`config.mk`:
```
export PLATFORM = sky130hd
export DESIGN_NAME = serial_adder
export DESIGN_NICKNAME = d
export VERILOG_FILES = /design/src/rtl/serial_adder.sv
export SDC_FILE = /design/constraint.sdc
export NUM_CORES = 1
export LEC_CHECK = 0
export ABC_AREA = 1
export CAP_MARGIN = 5
export CORE_UTILIZATION = 35
export DETAILED_ROUTE_END_ITERATION = 7
export GPL_TIMING_DRIVEN = 0
export REMOVE_ABC_BUFFERS = 1
export SLEW_MARGIN = 20
export SYNTH_ARGS = -nofsm -noshare
export SYNTH_HDL_FRONTEND = slang
export SYNTH_SLANG_ARGS = --single-unit
```
`constraint.sdc`:
```
create_clock -name CLK -period 2.9 [get_ports CLK]
set_input_delay 0.435 -clock CLK [delete_from_list [all_inputs] [get_ports CLK]]
set_output_delay 0.435 -clock CLK [all_outputs]
set_load 0.005 [all_outputs]
```
`src/rtl/serial_adder.sv`:
```
// serial_adder: bit-serial WIDTH-bit adder built on one full-adder cell.
// Operands are shifted out LSB first, one bit per clock, with a registered carry.
// SUM/Cout are registered and only updated when the last bit is produced.
module serial_adder #(
  parameter int unsigned WIDTH = 8
) (
  input  logic             CLK,
  input  logic             RST,
  input  logic             IN_VALID,
  output logic             IN_READY,
  input  logic [WIDTH-1:0] A,
  input  logic [WIDTH-1:0] B,
  input  logic             Cin,
  output logic             OUT_VALID,
  input  logic             OUT_READY,
  output logic [WIDTH-1:0] SUM,
  output logic             Cout,
  output logic             BUSY
);

  localparam int unsigned CNT_W = $clog2(WIDTH + 1);

  typedef enum logic [1:0] {
    IDLE = 2'd0,
    ADD  = 2'd1,
    HOLD = 2'd2
  } state_t;

  state_t             state_q, state_d;
  logic [WIDTH-1:0]   a_q, a_d;
  logic [WIDTH-1:0]   b_q, b_d;
  logic [WIDTH-1:0]   acc_q, acc_d;
  logic [WIDTH-1:0]   sum_q, sum_d;
  logic [CNT_W-1:0]   cnt_q, cnt_d;
  logic               carry_q, carry_d;
  logic               cout_q, cout_d;
  logic               ovalid_q, ovalid_d;

  logic               fa_sum;
  logic               fa_carry;
  logic [WIDTH-1:0]   acc_shift;

  // Full-adder cell on the current LSBs and the registered carry
  assign fa_sum   = a_q[0] ^ b_q[0] ^ carry_q;
  assign fa_carry = (a_q[0] & b_q[0]) | (a_q[0] & carry_q) | (b_q[0] & carry_q);

  // New sum bit enters at the MSB; after WIDTH shifts the LSB lines up at bit 0
  assign acc_shift = WIDTH'({fa_sum, acc_q} >> 1);

  // State and datapath registers, synchronous reset
  always_ff @(posedge CLK) begin
    if (RST) begin
      state_q  <= IDLE;
      a_q      <= '0;
      b_q      <= '0;
      acc_q    <= '0;
      sum_q    <= '0;
      cnt_q    <= '0;
      carry_q  <= 1'b0;
      cout_q   <= 1'b0;
      ovalid_q <= 1'b0;
    end else begin
      state_q  <= state_d;
      a_q      <= a_d;
      b_q      <= b_d;
      acc_q    <= acc_d;
      sum_q    <= sum_d;
      cnt_q    <= cnt_d;
      carry_q  <= carry_d;
      cout_q   <= cout_d;
      ovalid_q <= ovalid_d;
    end
  end

  // Next-state and datapath update
  always_comb begin
    state_d  = state_q;
    a_d      = a_q;
    b_d      = b_q;
    acc_d    = acc_q;
    sum_d    = sum_q;
    cnt_d    = cnt_q;
    carry_d  = carry_q;
    cout_d   = cout_q;
    ovalid_d = ovalid_q;

    unique case (state_q)
      IDLE: begin
        if (IN_VALID) begin
          a_d     = A;
          b_d     = B;
          carry_d = Cin;
          cnt_d   = '0;
          state_d = ADD;
        end
      end
      ADD: begin
        a_d     = a_q >> 1;
        b_d     = b_q >> 1;
        acc_d   = acc_shift;
        carry_d = fa_carry;
        cnt_d   = cnt_q + CNT_W'(1);
        if (cnt_q == CNT_W'(WIDTH - 1)) begin
          sum_d    = acc_shift;
          cout_d   = fa_carry;
          ovalid_d = 1'b1;
          state_d  = HOLD;
        end
      end
      HOLD: begin
        if (OUT_READY) begin
          ovalid_d = 1'b0;
          state_d  = IDLE;
        end
      end
      default: begin
        state_d = IDLE;
      end
    endcase
  end

  // Handshake/status decode and registered result outputs
  assign IN_READY  = (state_q == IDLE);
  assign BUSY      = (state_q == ADD) || (state_q == HOLD);
  assign OUT_VALID = ovalid_q;
  assign SUM       = sum_q;
  assign Cout      = cout_q;

endmodule

```
**Yosys cells after proc, flatten, opt, wreduce, memory -nomap -nowiden**

Index checks and enable logic that the tools add are counted.

- Register bits after elaboration: 41
- Output and inout port bits: 12
- Logic and storage cells: 46

- Add/sub/neg operators: 1
- Equality and inequality tests: 6
- Multiplexer cells: 15
- Bitwise operators: 7
- Reductions and logical operators: 8

Operators with widths:

| operator | count |
|---|---|
| $pmux W8 S2 | 2 |
| $mux W8 | 2 |
| $pmux W4 S2 | 1 |
| $mux W2 | 3 |
| $ne A2 B2 Y1 const B | 3 |
| $pmux W2 S3 | 1 |
| $reduce_and A3 Y1 | 2 |
| $add A4 B1 Y4 const B | 1 |
| $eq A4 B3 Y1 const B | 1 |
| $mux W4 | 1 |
| $pmux W1 S2 | 2 |
| $reduce_and A2 Y1 | 2 |
| $reduce_bool A2 Y1 | 2 |
| $and A1 B1 Y1 | 3 |
| $mux W1 | 3 |
| $eq A2 B1 Y1 const B | 1 |
| $eq A2 B2 Y1 const B | 1 |
| $logic_not A2 Y1 | 1 |
| $or A1 B1 Y1 | 2 |
| $xor A1 B1 Y1 | 2 |
| $logic_or A1 B1 Y1 | 1 |

**Logic depth before layout (Yosys ltp)**

- Depth after elaboration: 4
- Gate-level depth with buffers: 9

**Worst setup path after synthesis**

OpenSTA, ideal clock, no wires.

- Kind: register to register
- Start: register state_q[1]
- End: register a_q[0]
- Library setup time: 0.116 ns
- Arrival time: 1.228 ns
- Data required time: 2.784 ns
- Setup slack: 1.556 ns
- Stages on the path, launching flop included: 9
- Path buffers: 3
- Path through: dfxtp_1 -> inv_1 -> ha_1 -> buf_6 -> nand2_2 -> nand2_2 -> buf_6 -> buf_6 -> o211a_1

- Word-level cells in the longest chain between the ends: 3

RTL lines:

| element | line | text |
|---|---|---|
| start, declared | 29 | `state_t state_q, state_d;` |
| start signal, assigned | 63 | `state_q <= state_d;` |
| $eq A2 B1 Y1 or $logic_not A2 Y1 (tied branches) | 87 | `unique case (state_q)` |
| $reduce_bool A2 Y1 (no source line) or $ne A2 B2 Y1 (tied branches) | -- |  |
| $reduce_and A2 Y1 (no source line) | -- |  |
| end signal, assigned | 54 | `a_q <= '0;` |
| end signal, assigned | 64 | `a_q <= a_d;` |
| end, declared | 30 | `logic [WIDTH-1:0] a_q, a_d;` |

Several ways; a longest one is shown, not always the timed one.
A chain may end at the register's enable or synchronous reset.

**Final worst setup path**

- Start: register state_q[1]
- End: register a_q[7]

The elaborated chain is that of the path after synthesis.

==> metrics.yaml <==
status: "complete, no violations"
grt_first_pass_wirelength_um: 5780
critPathLaunchType: "flop"
clock_path_buffers: 2
diodes: 0
grt_overflow: 0
fin_skew_ns: 0.00755
ys_seq_area_frac: 0.457
drtAntennaViolNets: 0
final_common_cell: "nand2_1"
hold_slack_ns: 0.464
synth.avg_cell_area_um2: 7.97
place_congestion: 0.721
post_cts_buffers: 0
cts_hold_buf: 0
tightest_slew_ns: 1.08
ios: 33
seqPwrFrac: 0.378
drt_pre_antenna_iters: 4
crit_arrival_ns: 2.58
maxCapViolations: 0
final_nets: 272
cts_resized: 0
min-delay-path-class: "reg -> reg"
setup.worst_path.end_class: "flop"
crit_chain: "inv_1 > ha_1 > nand2_2 > nand2_2 > inv_1 > nand2_1 > a21oi_2"
switching_share: 0.317
initial_core_util: 0.366
htreeDepth: 2
num_vias: 1441
dieArea_um2: 5300
rsz0062_at_grt: "false"
crit_family: "adder cells"
rows: 25
drt-initial-drc-count: 81
postPlaceCellArea_um2: 2070
ir_drop_mv: 0.459
tns_ns: 0
synth_seq_cells: 40
syn_area_um2: 1750
p_clk_frac: 0.321
path_clk_slew_ns: 0.08
hold_violations: 0
p_per_area_nw_per_um2: 873
drive_gt1_frac: 0.0648
grt_max_degree: 40
setup_viol: 0
worst_skew_pair.late_latency_ns: 0.29
internal_power_w: 0.00133
dieWidth_um: 72.8
period_share: 0.840
report.final.slew_viol_count: 0
pwr-share-comb: 0.301
root_buffer: "clkbuf_8"
grt_pass1_vias: 1241
io_buffers: 32
wire_per_inst_um: 10.9
route.detailed.drc: 0
crit_fanout: 39
die_y_um: 72.8
stdcell_area_um2: 2230
finalPower_w: 0.00195
antenna_found_initial: 0
placeableCoreArea_um2: 4790
fin_crit_ns: 2.44
required_ns: 3.05
post-place-cells: 306
routed_wl_um: 3420
netSwitchingPower_w: 0.000618
grt_use_total: 0.143
yosysUniqueCellTypes: 21
syn2layout_area_growth_pct: 27.4
cts_tree: "done"
max_slew_margin: 0.283
layout_common_cells: "nand2_1 (74), dfxtp_1 (40), clkdlybuf4s50_1 (32), nand3_1 (22), a21oi_1 (22)"
layoutNonFillerInstCount: 314
cts_sinks: 40
syn_inst: 220
crit_path_max_incr_delay_ns: 0.87
post_drt_via_cell_ratio: 4.59
ys_warn_count: 0
p_leak_nw: 0.968
max_freq_mhz: 411
cpMaxStageDelayCell: "ha_1"
dpl.hpwl_um: 2150
critPathBufInv: 2
crit_type: "reg -> reg"
cts_made_buffers: 5
==> power by group through the flow <==
stage	Sequential, W	Combinational, W	Clock, W
4_1_cts	0.000736	0.000593	0.000637
2_1_floorplan	0.000733	0.000422	0
6_report	0.000737	0.000587	0.000626
3_3_place_gp	0.000745	0.000587	0
5_1_grt	0.000751	0.000671	0.000660
3_5_place_dp	0.000748	0.000591	0
==> path summary, 6_finish.rpt <==
check	from	to	slack, ns	depth (start not counted)
setup / recovery	state_q[1]$_SDFFE_PP0P_	a_q[7]$_SDFFE_PP0P_	0.46	7
hold / removal	SUM[1]$_SDFFE_PP0P_	SUM[1]$_SDFFE_PP0P_	0.46	2
setup reg to reg	state_q[1]$_SDFFE_PP0P_	a_q[7]$_SDFFE_PP0P_	0.46	7
hold reg to reg	SUM[1]$_SDFFE_PP0P_	SUM[1]$_SDFFE_PP0P_	0.46	2
==> layout make-up <==
cell class	instances	area, um^2
flip-flops and latches	40	801
repair buffers	32	320
well taps	67	83.8
clock buffers	5	68.8
fillers	493	2550
inverters	11	43.8
multi-input cells	156	826
clock inverters	3	90.1
==> cell families (layout without fill, tap and decap cells) <==
logic type	Yosys count	count (layout)	synth area share
AOI/OAI and AO/OA	41	41	0.164
adders and majority gates	5	5	0.0400
buffers and inverters	24	51	0.0721
DFF	40	40	0.457
and+or+nand+nor	110	110	0.267
==> per-layer routing <==
| layer | track usage | part of all wire | vias to the layer above |
|---|---|---|---|
| met5 | 0 | 0 | - |
| met4 | 0.0392 | 0.0050 | 0 |
| met3 | 0.0525 | 0.052 | 2 |
| met2 | 0.207 | 0.44 | 33 |
| met1 | 0.198 | 0.50 | 632 |
| li1 | - | - | 774 |
==> state kept, by name (all words and copies together), names as in the netlist <==
register / cells
a_q: 8
b_q: 8
SUM: 8
OUT_VALID: 1
acc_q: 7
carry_q: 1
cnt_q: 4
state_q: 2
Cout: 1
==> tightest hold or removal path: cells and delay by family, from the launching register on <==
| family | cells | cell delay (ns) |
|---|---|---|
| compound gates | 1 | 0.05 |
| flops | 1 | 0.31 |
| simple gates | 1 | 0.06 |
==> per-stage QoR <==
step / util / setup WS, ns
after floorplan: - / 1.04
after global placement: 0.433 / 0.462
after detailed placement: 0.433 / 0.448
after CTS: 0.467 / 0.452
after global routing: 0.467 / 0.210
final: 0.467 / 0.464
==> cell usage after synthesis <==
master / instances / area share
nand2_2: 2 / 0.0071
nand3_2: 2 / 0.011
clkbuf_1: 2 / 0.0043
nand2_1: 74 / 0.16
nor2_4: 1 / 0.0064
o21ai_0: 2 / 0.0057
dfxtp_1: 40 / 0.46
buf_4: 1 / 0.0043
inv_1: 10 / 0.021
a21oi_1: 22 / 0.063
ha_1: 4 / 0.029
inv_4: 1 / 0.0036
a21oi_2: 2 / 0.010
buf_1: 1 / 0.0021
buf_2: 6 / 0.017
fa_1: 1 / 0.011
buf_6: 3 / 0.019
nand3_1: 22 / 0.063
and3_1: 1 / 0.0036
o211a_1: 15 / 0.086
nor2_1: 8 / 0.017
Note: power is estimated with default switching activity, not from simulation.
